File: src/rtl/cotm32_priv_pkg.sv
// Machine-mode privilege definitions shared by cotm32 CSR and trap logic.
package cotm32_priv_pkg;

    localparam int unsigned MXLEN = 32;

    typedef logic [MXLEN-1:0] trap_cause_t;

    typedef enum logic [1:0] {
        ZICSR_OP_NONE = 2'd0,
        ZICSR_OP_RW   = 2'd1,
        ZICSR_OP_RS   = 2'd2,
        ZICSR_OP_RC   = 2'd3
    } zicsr_csr_op_t;

    typedef enum logic [11:0] {
        CSR_MTVEC  = 12'h305,
        CSR_MEPC   = 12'h341,
        CSR_MCAUSE = 12'h342,
        CSR_MTVAL  = 12'h343
    } zicsr_csr_addr_t;

    typedef enum logic {
        ZICSR_ST_IDLE,
        ZICSR_ST_REDIRECT
    } zicsr_state_t;

    // Clears the two low bits: direct-mode mtvec, and word-aligned mepc.
    localparam logic [MXLEN-1:0] ZICSR_MTVEC_MODE_MASK = 32'hFFFF_FFFC;

endpackage

File: src/rtl/cotm32_zicsr_rmw.sv
// Zicsr read-modify-write datapath: computes the new CSR value and write enable.
module cotm32_zicsr_rmw
    import cotm32_priv_pkg::*;
(
    input  logic [MXLEN-1:0] old_val,
    input  logic [MXLEN-1:0] wdata,
    input  logic [1:0]       op,
    output logic [MXLEN-1:0] new_val,
    output logic             we
);

    // Apply the selected operation; NONE is a pure read.
    always_comb begin
        new_val = old_val;
        we      = 1'b0;
        unique case (zicsr_csr_op_t'(op))
            ZICSR_OP_RW: begin
                new_val = wdata;
                we      = 1'b1;
            end
            ZICSR_OP_RS: begin
                new_val = old_val | wdata;
                we      = 1'b1;
            end
            ZICSR_OP_RC: begin
                new_val = old_val & ~wdata;
                we      = 1'b1;
            end
            default: begin
                new_val = old_val;
                we      = 1'b0;
            end
        endcase
    end

endmodule

File: src/rtl/cotm32_zicsr_unit.sv
// Machine-mode CSR responder and trap/mret redirect sequencer for cotm32.
module cotm32_zicsr_unit
    import cotm32_priv_pkg::*;
#(
    parameter logic [MXLEN-1:0] RESET_MTVEC = 32'h0000_0000
) (
    input  logic             clk,
    input  logic             rst,
    input  logic             csr_req_valid,
    output logic             csr_req_ready,
    input  logic [1:0]       csr_op,
    input  logic [11:0]      csr_addr,
    input  logic [MXLEN-1:0] csr_wdata,
    output logic             csr_rsp_valid,
    output logic [MXLEN-1:0] csr_rdata,
    output logic             csr_illegal,
    input  logic             trap_req,
    input  logic [MXLEN-1:0] trap_cause,
    input  logic [MXLEN-1:0] trap_pc,
    input  logic [MXLEN-1:0] trap_val,
    input  logic             mret_req,
    output logic             redirect_valid,
    output logic [MXLEN-1:0] redirect_pc
);

    zicsr_state_t     state_q, state_d;
    logic [MXLEN-1:0] mtvec_q, mepc_q, mtval_q;
    trap_cause_t      mcause_q;
    logic             rsp_valid_q, rsp_illegal_q;
    logic [MXLEN-1:0] rsp_rdata_q;
    logic [MXLEN-1:0] redirect_pc_q;

    logic             in_idle, take_trap, take_mret, csr_accept;
    logic             sel_mtvec, sel_mepc, sel_mcause, sel_mtval, csr_hit;
    logic [MXLEN-1:0] csr_old, csr_new;
    logic             rmw_we, csr_wr;

    assign in_idle    = (state_q == ZICSR_ST_IDLE);
    assign take_trap  = in_idle && trap_req;
    assign take_mret  = in_idle && !trap_req && mret_req;
    // Traps and mret outrank CSR traffic; a coincident request must be held.
    assign csr_req_ready = in_idle && !trap_req && !mret_req;
    assign csr_accept    = csr_req_valid && csr_req_ready;

    // Decode the CSR address and select the current value.
    always_comb begin
        sel_mtvec  = 1'b0;
        sel_mepc   = 1'b0;
        sel_mcause = 1'b0;
        sel_mtval  = 1'b0;
        csr_old    = '0;
        case (csr_addr)
            CSR_MTVEC: begin
                sel_mtvec = 1'b1;
                csr_old   = mtvec_q;
            end
            CSR_MEPC: begin
                sel_mepc = 1'b1;
                csr_old  = mepc_q;
            end
            CSR_MCAUSE: begin
                sel_mcause = 1'b1;
                csr_old    = mcause_q;
            end
            CSR_MTVAL: begin
                sel_mtval = 1'b1;
                csr_old   = mtval_q;
            end
            default: csr_old = '0;
        endcase
    end

    assign csr_hit = sel_mtvec | sel_mepc | sel_mcause | sel_mtval;

    cotm32_zicsr_rmw u_rmw (
        .old_val (csr_old),
        .wdata   (csr_wdata),
        .op      (csr_op),
        .new_val (csr_new),
        .we      (rmw_we)
    );

    assign csr_wr = csr_accept && csr_hit && rmw_we;

    // FSM state register.
    always_ff @(posedge clk) begin
        if (rst) begin
            state_q <= ZICSR_ST_IDLE;
        end else begin
            state_q <= state_d;
        end
    end

    // FSM next state: REDIRECT always lasts exactly one cycle.
    always_comb begin
        state_d = state_q;
        case (state_q)
            ZICSR_ST_IDLE: begin
                if (trap_req || mret_req) begin
                    state_d = ZICSR_ST_REDIRECT;
                end
            end
            ZICSR_ST_REDIRECT: state_d = ZICSR_ST_IDLE;
            default:           state_d = ZICSR_ST_IDLE;
        endcase
    end

    // CSR storage; trap capture and CSR writes never coincide since ready drops on a trap.
    always_ff @(posedge clk) begin
        if (rst) begin
            mtvec_q  <= RESET_MTVEC & ZICSR_MTVEC_MODE_MASK;
            mepc_q   <= '0;
            mcause_q <= '0;
            mtval_q  <= '0;
        end else if (take_trap) begin
            mepc_q   <= trap_pc & ZICSR_MTVEC_MODE_MASK;
            mcause_q <= trap_cause;
            mtval_q  <= trap_val;
        end else if (csr_wr) begin
            if (sel_mtvec)  mtvec_q  <= csr_new & ZICSR_MTVEC_MODE_MASK;
            if (sel_mepc)   mepc_q   <= csr_new & ZICSR_MTVEC_MODE_MASK;
            if (sel_mcause) mcause_q <= csr_new;
            if (sel_mtval)  mtval_q  <= csr_new;
        end
    end

    // One-cycle response carrying the pre-write value, or an illegal flag.
    always_ff @(posedge clk) begin
        if (rst) begin
            rsp_valid_q   <= 1'b0;
            rsp_rdata_q   <= '0;
            rsp_illegal_q <= 1'b0;
        end else begin
            rsp_valid_q   <= csr_accept;
            rsp_rdata_q   <= (csr_accept && csr_hit) ? csr_old : '0;
            rsp_illegal_q <= csr_accept && !csr_hit;
        end
    end

    // Latch the redirect target as seen at the trap/mret edge.
    always_ff @(posedge clk) begin
        if (rst) begin
            redirect_pc_q <= '0;
        end else if (take_trap) begin
            redirect_pc_q <= mtvec_q;
        end else if (take_mret) begin
            redirect_pc_q <= mepc_q;
        end
    end

    assign csr_rsp_valid  = rsp_valid_q;
    assign csr_rdata      = rsp_rdata_q;
    assign csr_illegal    = rsp_illegal_q;
    assign redirect_valid = (state_q == ZICSR_ST_REDIRECT);
    assign redirect_pc    = redirect_valid ? redirect_pc_q : '0;

endmodule

File: config.mk
export PLATFORM = sky130hd
export DESIGN_NAME = cotm32_zicsr_unit
export DESIGN_NICKNAME = d
export VERILOG_FILES = /design/src/rtl/cotm32_priv_pkg.sv /design/src/rtl/cotm32_zicsr_rmw.sv /design/src/rtl/cotm32_zicsr_unit.sv
export SDC_FILE = /design/constraint.sdc
export NUM_CORES = 1
export LEC_CHECK = 0
export CAP_MARGIN = 20
export CORE_MARGIN = 10
export CORE_UTILIZATION = 44
export DETAILED_ROUTE_END_ITERATION = 16
export GPL_ROUTABILITY_DRIVEN = 0
export PLACE_DENSITY = 0.71
export SLEW_MARGIN = 20
export SYNTH_ARGS = -nofsm -noshare
export SYNTH_HDL_FRONTEND = slang
export SYNTH_SLANG_ARGS = --single-unit
File: constraint.sdc
create_clock -name clk -period 7.4 [get_ports clk]
set_input_delay 1.85 -clock clk [delete_from_list [all_inputs] [get_ports clk]]
set_output_delay 1.85 -clock clk [all_outputs]
set_load 0.01 [all_outputs]
Yosys cells after proc, flatten, opt, wreduce, memory -nomap -nowiden. Index checks and enable logic that the tools add are counted.

Bits in registers: 191. Bits of input ports: 147. Output and inout bits: 68. Word-level logic and storage cells: 69.

Equality and inequality tests: 7. Multiplexer cells: 21. Bitwise gates (word level): 9. Reduce and logical (&&, ||, !) cells: 23.

Operator list (count): $mux W32 (12); $pmux W32 S4 (1); $pmux W32 S3 (1); $eq A12 B10 Y1 const B (4); $and A32 B32 Y32 (1); $not A32 Y32 (1); $or A32 B32 Y32 (1); $reduce_bool A2 Y1 (5); $logic_and A1 B1 Y1 (8); $mux W1 (6); $reduce_and A2 Y1 (3); $eq A2 B2 Y1 const B (2); $logic_not A1 Y1 (3); $not A1 Y1 (3); $or A1 B1 Y1 (3); $reduce_and A3 Y1 (1); $reduce_or A3 Y1 (1); $eq A2 B1 Y1 const B (1); $pmux W1 S2 (1); $reduce_or A2 Y1 (1); $logic_or A1 B1 Y1 (1).

Logic depth before layout (Yosys ltp). Gate-level depths: netlist (run 1).

Word-level depth: 9. Mapped depth: 8. Gate-level depth less buffers: 5.

Cells and area by module. A second synthesis (run 1) with hierarchy kept.

Cell total of the unflattened synthesis: 1303. Area, all modules: 10400.0 µm².

By module, submodules not included: cotm32_zicsr_unit (times used 1, cells an instance 1160, area each 9288.9 µm², sequential area each 3783.6 µm²); cotm32_zicsr_rmw (times used 1, cells an instance 143, area each 1111.1 µm², sequential area each 0.0 µm²).

Worst setup path before layout (run 1). No wires, ideal clock.

Kind: input -> output. Start point: input trap_req. End point: output csr_req_ready. Arrival: 2.437 ns. Required time: 5.550 ns. Slack: 3.113 ns. Cell stages on the path: 2. Path buffers: 1. Path through: clkbuf_1 nor3_1.

Cells in the longest elaborated chain, start to end: 3.

RTL lines: start, declared (line cotm32_zicsr_unit.sv:17) `input logic trap_req,`; $logic_not A1 Y1 (line cotm32_zicsr_unit.sv:42) `assign csr_req_ready = in_idle && !trap_req && !mret_req;`; $logic_and A1 B1 Y1 (2 in a row) (line cotm32_zicsr_unit.sv:42); end, declared (line cotm32_zicsr_unit.sv:10) `output logic csr_req_ready,`.

No other way between the ends.

Worst setup path in the final report (run 1).
Start point: input mret_req. End point: output csr_req_ready.

Cells in the longest elaborated chain, start to end: 2.

RTL lines: start, declared (line cotm32_zicsr_unit.sv:21) `input logic mret_req,`; $logic_not A1 Y1 (line cotm32_zicsr_unit.sv:42); $logic_and A1 B1 Y1 (line cotm32_zicsr_unit.sv:42).

No other way between the ends.

==> results.toml, run 1 <==
[logic_synthesis]
synth-async-reset-ratio_pct = 0
synth_common_cells = "284 x nor2_1, 189 x dfxtp_1, 84 x clkbuf_1, 64 x o221a_2, 62 x a21oi_1"
synth_top_area_cell = "dfxtp_1"
synth_mux_area_share_pct = 3.61
synthesis.area_um2 = 9900
synth_adder_area_share_pct = 0
synth_compound_area_share_pct = 26.3
synth.distinct_cells = 43
ys_seq_elements = 189
ys.flop_type = "dfxtp_1"
synth.most_common_cell = "nor2_1"
synth_top_family_by_area = "simple AND/OR/NAND/NOR gates"
syn_avg_cell_area_um2 = 8.58
yosys_warnings = 0
synth-simple-area-share_pct = 26.8
synthCells = 1154
synth_seq_area_share_pct = 38.2
synth_area_leaders = "dfxtp_1 38%, nor2_1 11%, o221a_2 7.3%"
synth_xor_area_share_pct = 0.0884
netlist.area_leader.share_pct = 38.2
synth-edff-count = 0

[final_layout]
multi_input_area_um2 = 5730
final_core_util_pct = 57.8
fillers = 2010
area_delta_synth_final_pct = 28.2
drive_gt1_share_pct = 17.7
finalNetCount = 1433
seqCellArea_um2 = 3780
instances_no_fill = 1580

[setup_path]
reg2reg_slack_ns = 4.04
r2r-start = "redirect_valid$_SDFF_PP0_"
cp_max_fo = 32
reg2reg_depth = 5
worst_ep_required_time_ns = 5.55
startpoint_type = "input pin"
slowest_stage = "clkdlybuf4s50_1"
cp_slowest_stage_delay_ns = 0.67
worstSetupPathType = "in2out"
crit_chain = "buf_2, buf_4, nor3_1, clkdlybuf4s50_1"
end_kind = "output pin"
r2r-end = "mcause_q[9]$_SDFFE_PP0P_"
crit_arrival_ns = 3.48

[placed_design]
dp_cells = 1546
hpwlAfterDp_um = 22000
port_buffers = 210

[timing]
setup_violations = 0
min_period_over_period_pct = 72.0
finalClockSkew_ns = 0.0111
final_hold_viol_count = 0
rsz0062_at_grt = "false"
period_minus_slack_ns = 5.33
slew_headroom_pct = 24.2
timing.fmax_ghz = 0.188
drv_slew = 0
tns_ns = 0
worstMarginPinSlew_ns = 1.14

[global_routing]
met1_usage_pct = 32.6
grt_util_met2_pct = 38.6
grt_max_degree = 80
grt_pass1_vias = 9654
grt_overflow = 0
busiest_layer = "met2"
grtUsageMet3_pct = 6.25
grt_pass1_wl_um = 56300
antenna_found_initial = 2
grt_use_total_pct = 24.8

[clock_network]
clk_latency_ns = 0.44
cts.sink_count = 189
htree_levels = 4
cts_setup_buffers = 0
cts.reportedPaths.clkPinSlew_ns = 0.07
hold_buffers = 0
cts_resized = 0
cts_buffers = 17
clk_path_buf_depth = 2
cts_root_buf = "clkbuf_16"
cts_tree = "built"

[route]
drt_first_pass_iters = 6
drt-total-wl_um = 36900
drt_iter0_markers = 969
wire_per_inst_um = 23.3
drcViolationCount = 0
drt-vias-per-instance = 6.13
vias = 9685
ant_nets = 0

[die]
core_um2 = 22000
die_h_um = 170
rows = 54
die_width_um = 170
die_area_um2 = 28900
io_pins = 215
initial_utilization_pct = 45.1

[flow_run]
cap_violations = 0

[min_path]
hp-start = "redirect_pc_q[6]$_SDFFE_PP0P_"
whs_endpoint = "redirect_pc_q[6]$_SDFFE_PP0P_"
hold_path.class = "reg2reg"
hold_depth = 2

[pwr]
vdd_ir_drop_max_uv = 125
leakage_nw = 4.74
power_density_nw_per_um2 = 199

[outcome]
outcome = "complete, no violations"
-- metrics by stage --
step                      hold WS (ns)  total power [mW]  instance area [um2]  setup WS, ns
after floorplan                  0.456              1.36                 9910          3.11
after global placement           0.474              1.54                12000          2.07
after detailed placement         0.476              1.55                12000          2.07
after CTS                        0.490              2.52                12700          2.13
after global routing             0.513              2.60                12700          2.10
final                            0.485              2.52                12700          2.07
-- sequential cells by signal (all words and copies together) (netlist names) --
signal / cells
mtval_q: 32
mcause_q: 32
csr_illegal: 1
csr_rdata: 32
csr_rsp_valid: 1
mepc_q: 30
redirect_valid: 1
mtvec_q: 30
redirect_pc_q: 30
-- layout by cell type, fill, tap and decap left out, drive strengths merged, types with 5 or more instances in the layout --
| cell type | count |
|---|---|
| nor2b | 36 |
| mux2 | 30 |
| o211a | 31 |
| nand2 | 33 |
| nand2b | 33 |
| nor2 | 284 |
| nor3 | 63 |
| nand3 | 33 |
| a32o | 57 |
| o211ai | 32 |
| and2 | 31 |
| buf | 20 |
| nor4 | 5 |
| dfxtp | 189 |
| a21oi | 62 |
| o221a | 64 |
| clkdlybuf4s50 | 205 |
| a22oi | 27 |
| clkbuf | 21 |
-- layout make-up --
class / instances / share of cell area, %
diodes: 1 / 0.0197
repair buffers: 225 / 17.4
multi-input cells: 853 / 45.1
clock inverters: 11 / 1.23
well taps: 280 / 2.76
clock buffers: 21 / 3.63
flip-flops and latches: 189 / 29.8
-- power breakdown --
group	internal [mW]	leakage [nW]	switching (mW)	total, mW
Sequential	1.07	1.55	0.0350	1.11
Clock	0.556	0.297	0.429	0.986
Combinational	0.200	2.89	0.230	0.430
-- logic make-up after synthesis --
family / after synthesis
DFF: 189
and+or+nand+nor: 537
muxes: 32
other: 1
xor gates and xnor gates: 1
buffers and inverters: 113
AOI/OAI and AO/OA: 281
-- worst max-delay path by stage --
stage / from / end / slack [ns] / cells after the start
after floorplan: trap_req / csr_req_ready / 3.11 / 2
after global placement: csr_addr[0] / csr_rdata[23]$_SDFF_PP0_ / 2.07 / 5
after detailed placement: csr_addr[0] / csr_rdata[23]$_SDFF_PP0_ / 2.07 / 5
after CTS: mret_req / csr_req_ready / 2.13 / 4
after global routing: mret_req / csr_req_ready / 2.10 / 4
final: mret_req / csr_req_ready / 2.07 / 4
-- worst max-delay path, delay by kind of cell --
family,cells,cell delay [ns]
simple gates,1,0.57
buf+inv,3,1.04
-- layer usage --
| metal | share of wire [%] | routed length (um) | vias to the layer above |
|---|---|---|---|
| met4 | 2.6 | 958 | 2 |
| li1 | - | - | 4453 |
| met2 | 45 | 16600 | 496 |
| met1 | 43 | 15800 | 4659 |
| met5 | 0.033 | 12 | - |
| met3 | 9.6 | 3550 | 75 |
No activity file was read; power rests on OpenSTA's default activity.
==> run 2: changes to the inputs <==
--- a/config.mk
+++ b/config.mk
@@ -10,7 +10,7 @@
 export CORE_UTILIZATION = 44
 export DETAILED_ROUTE_END_ITERATION = 16
 export GPL_ROUTABILITY_DRIVEN = 0
-export PLACE_DENSITY = 0.71
+export PLACE_DENSITY = 0.74
 export SLEW_MARGIN = 20
 export SYNTH_ARGS = -nofsm -noshare
 export SYNTH_HDL_FRONTEND = slang
==> constraint.sdc (replaced) <==
create_clock -name clk -period 4.7 [get_ports clk]
set_input_delay 1.175 -clock clk [delete_from_list [all_inputs] [get_ports clk]]
set_output_delay 1.175 -clock clk [all_outputs]
set_load 0.01 [all_outputs]
==> run 2 against run 1 <==
- count of clock-buffer cells in the layout decreased by 1
- clock power increased by 38%
- clock skew decreased by 0.0015 ns
- utilization increased by 0.25 points
- sequential share of layout area decreased by 0.13 points
- setup slack got worse by 1.1 ns
- total power increased by 50%
- final cell count increased by 0.76%
- first-iteration DRC count increased by 5.8%
- highest routed layer is now met4
==> results.toml, run 2 (synthesized netlist as in run 1, its figures left out) <==
[outcome]
outcome = "complete, no violations"

[pwr]
leakage_nw = 4.76
power_frac_clock_pct = 35.9
p_comb_share_pct = 18.0
power_density_nw_per_um2 = 297
internal_power_mw = 2.71
p_sw_share_pct = 28.5
p_switching_mw = 1.08
vdd_ir_drop_max_uv = 232
seq_power_share_pct = 46.1
totalPowerFinal_mw = 3.79

[die]
die_h_um = 170
rows = 54
io_pins = 215
die_width_um = 170
initial_utilization_pct = 45.1
die_area_um2 = 28900
core_um2 = 22000

[clock_network]
cts.reportedPaths.clkPinSlew_ns = 0.07
htree_levels = 4
clk_latency_ns = 0.44
cts_setup_buffers = 0
cts_resized = 0
clk_path_buf_depth = 2
cts_tree = "built"
cts_buffers = 17
cts_root_buf = "clkbuf_16"
cts.sink_count = 189
hold_buffers = 0

[timing]
final_hold_viol_count = 0
slew_headroom_pct = 34.0
timing.fmax_ghz = 0.269
drv_slew = 0
period_minus_slack_ns = 3.72
min_period_over_period_pct = 79.1
worstMarginPinSlew_ns = 0.988
setup_violations = 0
finalClockSkew_ns = 0.00958
tns_ns = 0
rsz0062_at_grt = "false"

[setup_path]
crit_arrival_ns = 2.54
cp_max_fo = 3
reg2reg_depth = 5
slowest_stage = "clkdlybuf4s50_1"
cp_slowest_stage_delay_ns = 0.68
end_kind = "output pin"
crit_chain = "buf_2, nor3_1, clkdlybuf4s50_1"
startpoint_type = "input pin"
worst_ep_required_time_ns = 3.52
worstSetupPathType = "in2out"

[placed_design]
hpwlAfterDp_um = 23300
placed_area_um2 = 12200
port_buffers = 210

[min_path]
hold_depth = 2
hold_path.class = "reg2reg"

[global_routing]
grt_overflow = 0
grt_pass1_wl_um = 54600
antenna_found_initial = 1
grt_pass1_vias = 9745
grt_max_degree = 75
grt_use_total_pct = 23.9

[final_layout]
finalNetCount = 1445
multi_input_area_um2 = 5730
drive_gt1_share_pct = 18.4
seqCellArea_um2 = 3780
layout_common_cells = "282 x nor2_1, 205 x clkdlybuf4s50_1, 188 x dfxtp_1"
area_delta_synth_final_pct = 28.7
fillers = 1927
final_area_um2 = 12800
mostFrequentLayoutCell = "nor2_1"

[route]
drcViolationCount = 0
drt_iter0_markers = 1025
drt-vias-per-instance = 6.10
wire_per_inst_um = 22.4
drt-total-wl_um = 35600
vias = 9710
ant_nets = 0
drt_first_pass_iters = 5

[flow_run]
cap_violations = 0
-- run 2: path summary, 6_finish.rpt --
path / startpoint / end / slack [ns]
worst max register to register: redirect_valid$_SDFF_PP0_ / mepc_q[11]$_SDFFE_PP0P_ / 1.75
worst min register to register: redirect_pc_q[7]$_SDFFE_PP0P_ / redirect_pc_q[7]$_SDFFE_PP0P_ / 0.49
worst min-delay path: redirect_pc_q[7]$_SDFFE_PP0P_ / redirect_pc_q[7]$_SDFFE_PP0P_ / 0.49
worst max-delay path: trap_req / csr_req_ready / 0.98
-- run 2: metal layers --
layer	global-route usage, %	share of wire [%]	vias up
li1	-	-	4473
met3	6.59	9.9	85
met2	37.4	44	539
met1	30.8	43	4613
met5	0	0	-
met4	8.70	2.6	0
-- run 2: area by class of cell --
type	instances	share of cell area, %
Multi-Input combinational cell	853	44.9
Sequential cell	189	29.7
Timing Repair Buffer	237	18.4
Clock buffer	20	3.50
Tap cell	280	2.75
Clock inverter	11	0.707
Antenna cell	2	0.0393
-- run 2: worst max-delay path: cells and delay by family --
family | cells | cell delay [ns]
buffers and inverters | 2 | 0.79
AND/OR/NAND/NOR | 1 | 0.57
-- run 2: stage by stage --
stage | setup slack, ns | hold WS (ns) | util [%] | instances
finish | 0.982 | 0.489 | 58.1 | 1592
detailed placement | 0.755 | 0.476 | 55.6 | 1559
global placement | 0.810 | 0.474 | 55.6 | 1559
global route | 0.913 | 0.512 | 58.0 | 1590
floorplan | 1.57 | 0.456 | - | 1155
CTS | 0.987 | 0.488 | 58.0 | 1590
-- run 2: power by group through the flow --
stage / Combinational, mW / Sequential [mW] / Clock [mW]
3_5_place_dp: 0.670 / 1.78 / 0
5_1_grt: 0.731 / 1.75 / 1.43
3_3_place_gp: 0.661 / 1.78 / 0
2_1_floorplan: 0.390 / 1.76 / 0
6_report: 0.680 / 1.75 / 1.36
4_1_cts: 0.674 / 1.74 / 1.37
